File: src/rtl/id_ex_stage_pkg.sv
// Shared pipeline definitions: register-address, funct3 and ALU-op widths,
// the x0 address, and the decoded control bundle carried from ID into EX.
package id_ex_stage_pkg;

    localparam int unsigned REG_ADDR_W = 5;
    localparam int unsigned FUNCT3_W   = 3;
    localparam int unsigned ALU_OP_W   = 4;

    localparam logic [REG_ADDR_W-1:0] X0_ADDR = REG_ADDR_W'(0);

    typedef struct packed {
        logic                reg_write;
        logic                mem_read;
        logic                mem_write;
        logic                mem_to_reg;
        logic                alu_src;
        logic                branch;
        logic [ALU_OP_W-1:0] alu_op;
    } ctrl_t;

endpackage

File: src/rtl/id_ex_stage_if.sv
// Decoded-instruction bus into the ID/EX register and the registered EX-side copy out of it.
interface id_ex_stage_if #(parameter int unsigned DATA_W = 32);
    import id_ex_stage_pkg::*;

    logic [REG_ADDR_W-1:0] i_IF_ID_rs1, i_IF_ID_rs2, i_IF_ID_rd;
    logic                  i_uses_rs1, i_uses_rs2;
    logic [DATA_W-1:0]     i_rs1_data, i_rs2_data, i_imm, i_pc;
    logic [FUNCT3_W-1:0]   i_funct3;
    logic [ALU_OP_W-1:0]   i_alu_op;
    logic                  i_reg_write, i_mem_read, i_mem_write, i_mem_to_reg, i_alu_src, i_branch;

    logic [REG_ADDR_W-1:0] o_ID_EX_rs1, o_ID_EX_rs2, o_ID_EX_rd;
    logic [DATA_W-1:0]     o_ID_EX_rs1_data, o_ID_EX_rs2_data, o_ID_EX_imm, o_ID_EX_pc;
    logic [FUNCT3_W-1:0]   o_ID_EX_funct3;
    logic [ALU_OP_W-1:0]   o_ID_EX_alu_op;
    logic                  o_ID_EX_reg_write, o_ID_EX_mem_read, o_ID_EX_mem_write;
    logic                  o_ID_EX_mem_to_reg, o_ID_EX_alu_src, o_ID_EX_branch;
    logic                  o_valid;

    modport slave (
        input  i_IF_ID_rs1, i_IF_ID_rs2, i_IF_ID_rd, i_uses_rs1, i_uses_rs2,
               i_rs1_data, i_rs2_data, i_imm, i_pc, i_funct3, i_alu_op,
               i_reg_write, i_mem_read, i_mem_write, i_mem_to_reg, i_alu_src, i_branch,
        output o_ID_EX_rs1, o_ID_EX_rs2, o_ID_EX_rd,
               o_ID_EX_rs1_data, o_ID_EX_rs2_data, o_ID_EX_imm, o_ID_EX_pc,
               o_ID_EX_funct3, o_ID_EX_alu_op,
               o_ID_EX_reg_write, o_ID_EX_mem_read, o_ID_EX_mem_write,
               o_ID_EX_mem_to_reg, o_ID_EX_alu_src, o_ID_EX_branch, o_valid
    );

    modport master (
        output i_IF_ID_rs1, i_IF_ID_rs2, i_IF_ID_rd, i_uses_rs1, i_uses_rs2,
               i_rs1_data, i_rs2_data, i_imm, i_pc, i_funct3, i_alu_op,
               i_reg_write, i_mem_read, i_mem_write, i_mem_to_reg, i_alu_src, i_branch,
        input  o_ID_EX_rs1, o_ID_EX_rs2, o_ID_EX_rd,
               o_ID_EX_rs1_data, o_ID_EX_rs2_data, o_ID_EX_imm, o_ID_EX_pc,
               o_ID_EX_funct3, o_ID_EX_alu_op,
               o_ID_EX_reg_write, o_ID_EX_mem_read, o_ID_EX_mem_write,
               o_ID_EX_mem_to_reg, o_ID_EX_alu_src, o_ID_EX_branch, o_valid
    );

endinterface

File: src/rtl/id_ex_stage_load_use_detector.sv
// Combinational load-use hazard: a valid load in EX whose non-x0 destination
// is a source register actually read by the instruction being decoded.
module load_use_detector
    import id_ex_stage_pkg::*;
(
    input  logic                  ex_mem_read_i,
    input  logic                  ex_valid_i,
    input  logic [REG_ADDR_W-1:0] ex_rd_i,
    input  logic [REG_ADDR_W-1:0] id_rs1_i,
    input  logic [REG_ADDR_W-1:0] id_rs2_i,
    input  logic                  id_uses_rs1_i,
    input  logic                  id_uses_rs2_i,
    output logic                  hazard_c_o
);

    logic rs1_match_c;
    logic rs2_match_c;

    assign rs1_match_c = id_uses_rs1_i && (ex_rd_i == id_rs1_i);
    assign rs2_match_c = id_uses_rs2_i && (ex_rd_i == id_rs2_i);

    // x0 is never written, so a load targeting it cannot create a dependency.
    assign hazard_c_o = ex_mem_read_i && ex_valid_i && (ex_rd_i != X0_ADDR)
                        && (rs1_match_c || rs2_match_c);

endmodule

File: src/rtl/id_ex_stage.sv
// ID/EX pipeline register with load-use stall request, flush/stall bubble
// insertion and a saturating count of inserted bubbles.
module id_ex_stage
    import id_ex_stage_pkg::*;
#(
    parameter int unsigned DATA_W = 32,
    parameter int unsigned CNT_W  = 16
) (
    input  logic              i_clk,
    input  logic              i_reset_n,
    input  logic              i_enable,
    input  logic              i_flush,
    id_ex_stage_if.slave      bus,
    output logic              o_stall,
    output logic [CNT_W-1:0]  o_bubble_count
);

    logic [REG_ADDR_W-1:0] rs1_q, rs2_q, rd_q;
    logic [DATA_W-1:0]     rs1_data_q, rs2_data_q, imm_q, pc_q;
    logic [FUNCT3_W-1:0]   funct3_q;
    ctrl_t                 ctrl_in_c, ctrl_d, ctrl_q;
    logic                  valid_d, valid_q;
    logic [CNT_W-1:0]      cnt_d, cnt_q;
    logic                  hazard_c, load_bubble_c;

    assign ctrl_in_c = '{reg_write:  bus.i_reg_write,
                         mem_read:   bus.i_mem_read,
                         mem_write:  bus.i_mem_write,
                         mem_to_reg: bus.i_mem_to_reg,
                         alu_src:    bus.i_alu_src,
                         branch:     bus.i_branch,
                         alu_op:     bus.i_alu_op};

    load_use_detector u_load_use_detector (
        .ex_mem_read_i (ctrl_q.mem_read),
        .ex_valid_i    (valid_q),
        .ex_rd_i       (rd_q),
        .id_rs1_i      (bus.i_IF_ID_rs1),
        .id_rs2_i      (bus.i_IF_ID_rs2),
        .id_uses_rs1_i (bus.i_uses_rs1),
        .id_uses_rs2_i (bus.i_uses_rs2),
        .hazard_c_o    (hazard_c)
    );

    // A flush already discards the decoding instruction, so it masks the stall.
    assign o_stall       = hazard_c && !i_flush;
    assign load_bubble_c = i_flush || hazard_c;

    // Next slot contents: bubbles keep data fields but clear every control.
    always_comb begin
        ctrl_d  = ctrl_in_c;
        valid_d = 1'b1;
        cnt_d   = cnt_q;
        if (load_bubble_c) begin
            ctrl_d  = '0;
            valid_d = 1'b0;
            if (cnt_q != {CNT_W{1'b1}}) begin
                cnt_d = cnt_q + CNT_W'(1);
            end
        end
    end

    always_ff @(posedge i_clk or negedge i_reset_n) begin
        if (!i_reset_n) begin
            rs1_q      <= '0;
            rs2_q      <= '0;
            rd_q       <= '0;
            rs1_data_q <= '0;
            rs2_data_q <= '0;
            imm_q      <= '0;
            pc_q       <= '0;
            funct3_q   <= '0;
            ctrl_q     <= '0;
            valid_q    <= 1'b0;
            cnt_q      <= '0;
        end else if (i_enable) begin
            rs1_q      <= bus.i_IF_ID_rs1;
            rs2_q      <= bus.i_IF_ID_rs2;
            rd_q       <= bus.i_IF_ID_rd;
            rs1_data_q <= bus.i_rs1_data;
            rs2_data_q <= bus.i_rs2_data;
            imm_q      <= bus.i_imm;
            pc_q       <= bus.i_pc;
            funct3_q   <= bus.i_funct3;
            ctrl_q     <= ctrl_d;
            valid_q    <= valid_d;
            cnt_q      <= cnt_d;
        end
    end

    assign bus.o_ID_EX_rs1        = rs1_q;
    assign bus.o_ID_EX_rs2        = rs2_q;
    assign bus.o_ID_EX_rd         = rd_q;
    assign bus.o_ID_EX_rs1_data   = rs1_data_q;
    assign bus.o_ID_EX_rs2_data   = rs2_data_q;
    assign bus.o_ID_EX_imm        = imm_q;
    assign bus.o_ID_EX_pc         = pc_q;
    assign bus.o_ID_EX_funct3     = funct3_q;
    assign bus.o_ID_EX_alu_op     = ctrl_q.alu_op;
    assign bus.o_ID_EX_reg_write  = ctrl_q.reg_write;
    assign bus.o_ID_EX_mem_read   = ctrl_q.mem_read;
    assign bus.o_ID_EX_mem_write  = ctrl_q.mem_write;
    assign bus.o_ID_EX_mem_to_reg = ctrl_q.mem_to_reg;
    assign bus.o_ID_EX_alu_src    = ctrl_q.alu_src;
    assign bus.o_ID_EX_branch     = ctrl_q.branch;
    assign bus.o_valid            = valid_q;
    assign o_bubble_count         = cnt_q;

endmodule

File: src/flat_wrapper.sv
// flat-port wrapper written by rule: the top's interface ports become plain ports
module id_ex_stage_flat import id_ex_stage_pkg::*;
#(
    parameter int unsigned DATA_W = 32,
    parameter int unsigned CNT_W  = 16
)
  (i_clk, i_reset_n, i_enable, i_flush, o_stall, o_bubble_count, bus_i_IF_ID_rs1, bus_i_IF_ID_rs2, bus_i_IF_ID_rd, bus_i_uses_rs1, bus_i_uses_rs2, bus_i_rs1_data, bus_i_rs2_data, bus_i_imm, bus_i_pc, bus_i_funct3, bus_i_alu_op, bus_i_reg_write, bus_i_mem_read, bus_i_mem_write, bus_i_mem_to_reg, bus_i_alu_src, bus_i_branch, bus_o_ID_EX_rs1, bus_o_ID_EX_rs2, bus_o_ID_EX_rd, bus_o_ID_EX_rs1_data, bus_o_ID_EX_rs2_data, bus_o_ID_EX_imm, bus_o_ID_EX_pc, bus_o_ID_EX_funct3, bus_o_ID_EX_alu_op, bus_o_ID_EX_reg_write, bus_o_ID_EX_mem_read, bus_o_ID_EX_mem_write, bus_o_ID_EX_mem_to_reg, bus_o_ID_EX_alu_src, bus_o_ID_EX_branch, bus_o_valid);
  id_ex_stage_if #(.DATA_W(DATA_W)) bus_i ();
  input  logic i_clk;
  input  logic i_reset_n;
  input  logic i_enable;
  input  logic i_flush;
  output logic o_stall;
  output logic [CNT_W-1:0] o_bubble_count;
  input wire logic [$bits(bus_i.i_IF_ID_rs1)-1:0] bus_i_IF_ID_rs1;
  input wire logic [$bits(bus_i.i_IF_ID_rs2)-1:0] bus_i_IF_ID_rs2;
  input wire logic [$bits(bus_i.i_IF_ID_rd)-1:0] bus_i_IF_ID_rd;
  input wire logic [$bits(bus_i.i_uses_rs1)-1:0] bus_i_uses_rs1;
  input wire logic [$bits(bus_i.i_uses_rs2)-1:0] bus_i_uses_rs2;
  input wire logic [$bits(bus_i.i_rs1_data)-1:0] bus_i_rs1_data;
  input wire logic [$bits(bus_i.i_rs2_data)-1:0] bus_i_rs2_data;
  input wire logic [$bits(bus_i.i_imm)-1:0] bus_i_imm;
  input wire logic [$bits(bus_i.i_pc)-1:0] bus_i_pc;
  input wire logic [$bits(bus_i.i_funct3)-1:0] bus_i_funct3;
  input wire logic [$bits(bus_i.i_alu_op)-1:0] bus_i_alu_op;
  input wire logic [$bits(bus_i.i_reg_write)-1:0] bus_i_reg_write;
  input wire logic [$bits(bus_i.i_mem_read)-1:0] bus_i_mem_read;
  input wire logic [$bits(bus_i.i_mem_write)-1:0] bus_i_mem_write;
  input wire logic [$bits(bus_i.i_mem_to_reg)-1:0] bus_i_mem_to_reg;
  input wire logic [$bits(bus_i.i_alu_src)-1:0] bus_i_alu_src;
  input wire logic [$bits(bus_i.i_branch)-1:0] bus_i_branch;
  output wire logic [$bits(bus_i.o_ID_EX_rs1)-1:0] bus_o_ID_EX_rs1;
  output wire logic [$bits(bus_i.o_ID_EX_rs2)-1:0] bus_o_ID_EX_rs2;
  output wire logic [$bits(bus_i.o_ID_EX_rd)-1:0] bus_o_ID_EX_rd;
  output wire logic [$bits(bus_i.o_ID_EX_rs1_data)-1:0] bus_o_ID_EX_rs1_data;
  output wire logic [$bits(bus_i.o_ID_EX_rs2_data)-1:0] bus_o_ID_EX_rs2_data;
  output wire logic [$bits(bus_i.o_ID_EX_imm)-1:0] bus_o_ID_EX_imm;
  output wire logic [$bits(bus_i.o_ID_EX_pc)-1:0] bus_o_ID_EX_pc;
  output wire logic [$bits(bus_i.o_ID_EX_funct3)-1:0] bus_o_ID_EX_funct3;
  output wire logic [$bits(bus_i.o_ID_EX_alu_op)-1:0] bus_o_ID_EX_alu_op;
  output wire logic [$bits(bus_i.o_ID_EX_reg_write)-1:0] bus_o_ID_EX_reg_write;
  output wire logic [$bits(bus_i.o_ID_EX_mem_read)-1:0] bus_o_ID_EX_mem_read;
  output wire logic [$bits(bus_i.o_ID_EX_mem_write)-1:0] bus_o_ID_EX_mem_write;
  output wire logic [$bits(bus_i.o_ID_EX_mem_to_reg)-1:0] bus_o_ID_EX_mem_to_reg;
  output wire logic [$bits(bus_i.o_ID_EX_alu_src)-1:0] bus_o_ID_EX_alu_src;
  output wire logic [$bits(bus_i.o_ID_EX_branch)-1:0] bus_o_ID_EX_branch;
  output wire logic [$bits(bus_i.o_valid)-1:0] bus_o_valid;
  assign bus_i.i_IF_ID_rs1 = bus_i_IF_ID_rs1;
  assign bus_i.i_IF_ID_rs2 = bus_i_IF_ID_rs2;
  assign bus_i.i_IF_ID_rd = bus_i_IF_ID_rd;
  assign bus_i.i_uses_rs1 = bus_i_uses_rs1;
  assign bus_i.i_uses_rs2 = bus_i_uses_rs2;
  assign bus_i.i_rs1_data = bus_i_rs1_data;
  assign bus_i.i_rs2_data = bus_i_rs2_data;
  assign bus_i.i_imm = bus_i_imm;
  assign bus_i.i_pc = bus_i_pc;
  assign bus_i.i_funct3 = bus_i_funct3;
  assign bus_i.i_alu_op = bus_i_alu_op;
  assign bus_i.i_reg_write = bus_i_reg_write;
  assign bus_i.i_mem_read = bus_i_mem_read;
  assign bus_i.i_mem_write = bus_i_mem_write;
  assign bus_i.i_mem_to_reg = bus_i_mem_to_reg;
  assign bus_i.i_alu_src = bus_i_alu_src;
  assign bus_i.i_branch = bus_i_branch;
  assign bus_o_ID_EX_rs1 = bus_i.o_ID_EX_rs1;
  assign bus_o_ID_EX_rs2 = bus_i.o_ID_EX_rs2;
  assign bus_o_ID_EX_rd = bus_i.o_ID_EX_rd;
  assign bus_o_ID_EX_rs1_data = bus_i.o_ID_EX_rs1_data;
  assign bus_o_ID_EX_rs2_data = bus_i.o_ID_EX_rs2_data;
  assign bus_o_ID_EX_imm = bus_i.o_ID_EX_imm;
  assign bus_o_ID_EX_pc = bus_i.o_ID_EX_pc;
  assign bus_o_ID_EX_funct3 = bus_i.o_ID_EX_funct3;
  assign bus_o_ID_EX_alu_op = bus_i.o_ID_EX_alu_op;
  assign bus_o_ID_EX_reg_write = bus_i.o_ID_EX_reg_write;
  assign bus_o_ID_EX_mem_read = bus_i.o_ID_EX_mem_read;
  assign bus_o_ID_EX_mem_write = bus_i.o_ID_EX_mem_write;
  assign bus_o_ID_EX_mem_to_reg = bus_i.o_ID_EX_mem_to_reg;
  assign bus_o_ID_EX_alu_src = bus_i.o_ID_EX_alu_src;
  assign bus_o_ID_EX_branch = bus_i.o_ID_EX_branch;
  assign bus_o_valid = bus_i.o_valid;
  id_ex_stage #(.DATA_W(DATA_W), .CNT_W(CNT_W)) u_core (.i_clk(i_clk), .i_reset_n(i_reset_n), .i_enable(i_enable), .i_flush(i_flush), .bus(bus_i), .o_stall(o_stall), .o_bubble_count(o_bubble_count));
endmodule
File: config.mk
export PLATFORM = sky130hd
export DESIGN_NAME = id_ex_stage_flat
export DESIGN_NICKNAME = d
export VERILOG_FILES = /design/src/rtl/id_ex_stage_pkg.sv /design/src/rtl/id_ex_stage_if.sv /design/src/rtl/id_ex_stage_load_use_detector.sv /design/src/rtl/id_ex_stage.sv /design/src/flat_wrapper.sv
export SDC_FILE = /design/constraint.sdc
export NUM_CORES = 1
export LEC_CHECK = 0
export ABC_AREA = 1
export CAP_MARGIN = 5
export CORE_MARGIN = 8
export CORE_UTILIZATION = 44
export CTS_BUF_LIST = sky130_fd_sc_hd__clkbuf_16
export CTS_CLUSTER_DIAMETER = 40
export DETAILED_ROUTE_END_ITERATION = 16
export PLACE_DENSITY = 0.89
export SLEW_MARGIN = 10
export SYNTH_ARGS = -nofsm -noshare
export SYNTH_HDL_FRONTEND = slang
export SYNTH_SLANG_ARGS = --single-unit
File: constraint.sdc
create_clock -name i_clk -period 3.4 [get_ports i_clk]
set_clock_uncertainty 0.05 [all_clocks]
set_input_delay 1.02 -clock i_clk [delete_from_list [all_inputs] [get_ports i_clk]]
set_output_delay 1.02 -clock i_clk [all_outputs]
set_load 0.02 [all_outputs]
==> out/qor.txt <==
clock latency at the later pin of the worst-skew pair: 410 ps
synthesized net count: 1,000
PD cells: 482.8 nW/um^2
worst path cell trace: clkdlybuf4s50_1 > inv_1 > nand2_1 > nand2_1 > nor2_2 > nand3_1 > nand2_1 > nand2_2 > nor2_1 > buf_4
critical path depth: 10
commonest cells after routing, fill and taps aside: nand2_1 (505), clkdlybuf4s50_1 (328), dfrtp_1 (173)
Buf/Inv on CP: 3
# IOs: 336
WS Path Type: primary input to output port
Finished Cell Area: 11,200 sq um
multi-input logic area: 2471 sq um
switching power: 0.001572 W
Mapped Cells: 837
reg2reg setup slack: 1540 ps
clk slew on worst S/H paths: 60 ps
drt first pass iters: 5
vias: 6,581
dpl ws: -413.6 ps
RSZ-0062 raised after global routing: false
Fillers: 1,191
Most common cell on crit path: nand2_1
synthesized flop and latch total: 173
critical path startpoint category: primary input
Die Wd: 142.6 microns
Clk pwr share: 33.6%
# Post-CTS Setup Buffers: 0
placed instance area: 10,650 sq um
H-tree Lvls: 4
CP max FO: 2
total gr overflow: 0
n_diodes: 0
CP max stage delay: 480 ps
vias in the first global route: 6,642
DR iter-0 viols: 370
worst reg2reg endpoint: u_core.o_bubble_count[4]
largest net degree at the start of global routing: 151
Logic pwr share: 22.5%
GR Util All Layers: 23.17%
DR vias/cell: 4.731
sequential share of the synthesized area: 61.35%
path depth of the worst reg2reg path: 9
Setup crit end kind: output port
post-DP HPWL: 17,730 microns
Mapped Area: 7057 sq um
Die Ht: 142.6 microns
Area growth, synth to finish: 58.74%
antenna-violating nets left: 0
Seq pwr share: 43.9%
VDD IR max: 0.0003296 V
slowest CP cell: clkdlybuf4s50_1
Hold Vio Cnt, Final: 0
Site Rows: 46
min Tclk post-route: 3283 ps
placeable core region: 15,770 sq um
fraction of power spent switching nets: 29.06%
average size of a mapped cell: 8.431 sq um
Num CTS Buffers: 17
max_slew headroom: 52.55%
WP data required: 2330 ps
Fin Hold WS: 419.6 ps
fin crit share: 96.57%
Root Driver: clkbuf_16
Leak: 5.530 nW
Pint: 0.003837 W
CTS tree: done
DRT Wirelength: 23,430 microns
area of the die: 20,350 sq um
status: finished, final reports clean
global-route wire length before repair: 36,360 microns
r2r startpoint: u_core.o_bubble_count[0]
initial antenna violation count: 0
Fmax achieved: 304.6 MHz
Placer Congestion: 0.8715
critical path's top delay family: buffers and inverters
crit path from: bus_i_IF_ID_rs2[1]
Arr. time, crit path: 2210 ps
maxcap violations: 0
crit path to: o_stall
Final nets: 1,327
port buffer count: 335
# DRC: 0
Max clock buf depth: 2
worst setup margin: 116.7 ps
Min-Delay Path Class: flop to flop
Slew @ Worst Pin: 711.7 ps
layout cells sized above 1: 5.106%
max-slew violations: 0
Sequential cell area: 4329 sq um
commonest non-fill, non-tap cell in the layout: nand2_1
Setup-failing EPs final: 0
Sink Count: 173
drt wl/cell: 16.85 microns
initial core utilization: 44.75%
YS warnings: 0
Synth cell types: 24
-- synth_stat cells, drive strengths merged --
| cell | count | area, sq um |
|---|---|---|
| dfrtp | 173 | 4329 |
| o21ai | 15 | 75.07 |
| xor2 | 7 | 61.31 |
| xnor2 | 6 | 52.55 |
| nand2 | 509 | 1939 |
| nand4 | 14 | 87.58 |
| buf | 8 | 48.79 |
| nor3 | 1 | 5.000 |
| inv | 24 | 90.09 |
| nand3 | 24 | 125.1 |
| clkbuf | 32 | 120.1 |
| nand3b | 1 | 7.510 |
| ha | 1 | 12.51 |
| nor2 | 22 | 102.6 |
-- power by group through the flow --
stage / combinational [W] / sequential, W / clock, W
after floorplan: 0.000266 / 0.00263 / 0
after global placement: 0.00121 / 0.00239 / 0
after detailed placement: 0.00123 / 0.00241 / 0
after CTS: 0.00123 / 0.00237 / 0.00185
after global routing: 0.00131 / 0.00240 / 0.00194
final: 0.00122 / 0.00237 / 0.00182
-- cells by family (layout without fill, tap and decap cells) --
| group | after synthesis | count (layout) | share of synthesized area, % |
|---|---|---|---|
| flops | 173 | 173 | 61.35 |
| simple gates | 571 | 571 | 32.13 |
| compound gates | 15 | 15 | 1.064 |
| xor+xnor | 13 | 13 | 1.613 |
| fa+ha+maj | 1 | 1 | 0.1773 |
| buf+inv | 64 | 402 | 3.670 |
-- worst min-delay path by stage --
stage / startpoint / endpoint / slack [ps] / cells past startpoint
after floorplan: u_core.bus.o_ID_EX_funct3[0] / u_core.bus.o_ID_EX_funct3[0] / 530 / 2
after global placement: u_core.bus.o_ID_EX_imm[13] / u_core.bus.o_ID_EX_imm[13] / 400 / 2
after detailed placement: u_core.bus.o_ID_EX_imm[3] / u_core.bus.o_ID_EX_imm[3] / 410 / 2
after CTS: u_core.bus.o_ID_EX_pc[8] / u_core.bus.o_ID_EX_pc[8] / 420 / 2
after global routing: u_core.bus.o_ID_EX_rs1_data[15] / u_core.bus.o_ID_EX_rs1_data[15] / 440 / 2
final: u_core.bus.o_ID_EX_rs1_data[11] / u_core.bus.o_ID_EX_rs1_data[11] / 420 / 2
-- final cells by class --
class                           instances  area share, %
Timing Repair Buffer                  348          31.20
Clock inverter                         13          1.061
Inverter                               24         0.8265
Tap cell                              216          2.413
Clock buffer                           17          3.798
Multi-Input combinational cell        600          22.06
Sequential cell                       173          38.65
-- tightest hold or removal path: stages (launching register included) --
cell and delay (ps):
dfrtp_1 340, nand2_1 50, nand2_1 50
-- metrics by stage --
step                utilization (%)  TNS (ps)  total power [W]  cells
finish                        71.03         0         0.005408   1391
global route                  71.03         0         0.005647   1391
CTS                           70.94         0         0.005455   1391
detailed placement            67.52    -413.6         0.003633   1361
global placement              67.52    -374.0         0.003599   1361
floorplan                         -         0         0.002894    837
-- timing repair --
| item | 4_1_cts | 5_1_grt |
|---|---|---|
| hold buffers | 0 | 0 |
| endpoints found under the setup margin | 1 | 1 |
| pin swaps | 0 | 4 |
| gates resized for setup | 4 | 6 |
| gates cloned | 0 | 0 |
-- metal layers --
layer  part of all wire (%)  global-route usage, %  vias to the layer above
met1                     37                  26.39                     3053
li1                       -                      -                     3202
met5                      0                      0                        -
met2                     50                  38.68                      285
met3                     10                  9.015                       41
met4                    2.7                  8.781                        0
Note: power is estimated with default switching activity, not from simulation.
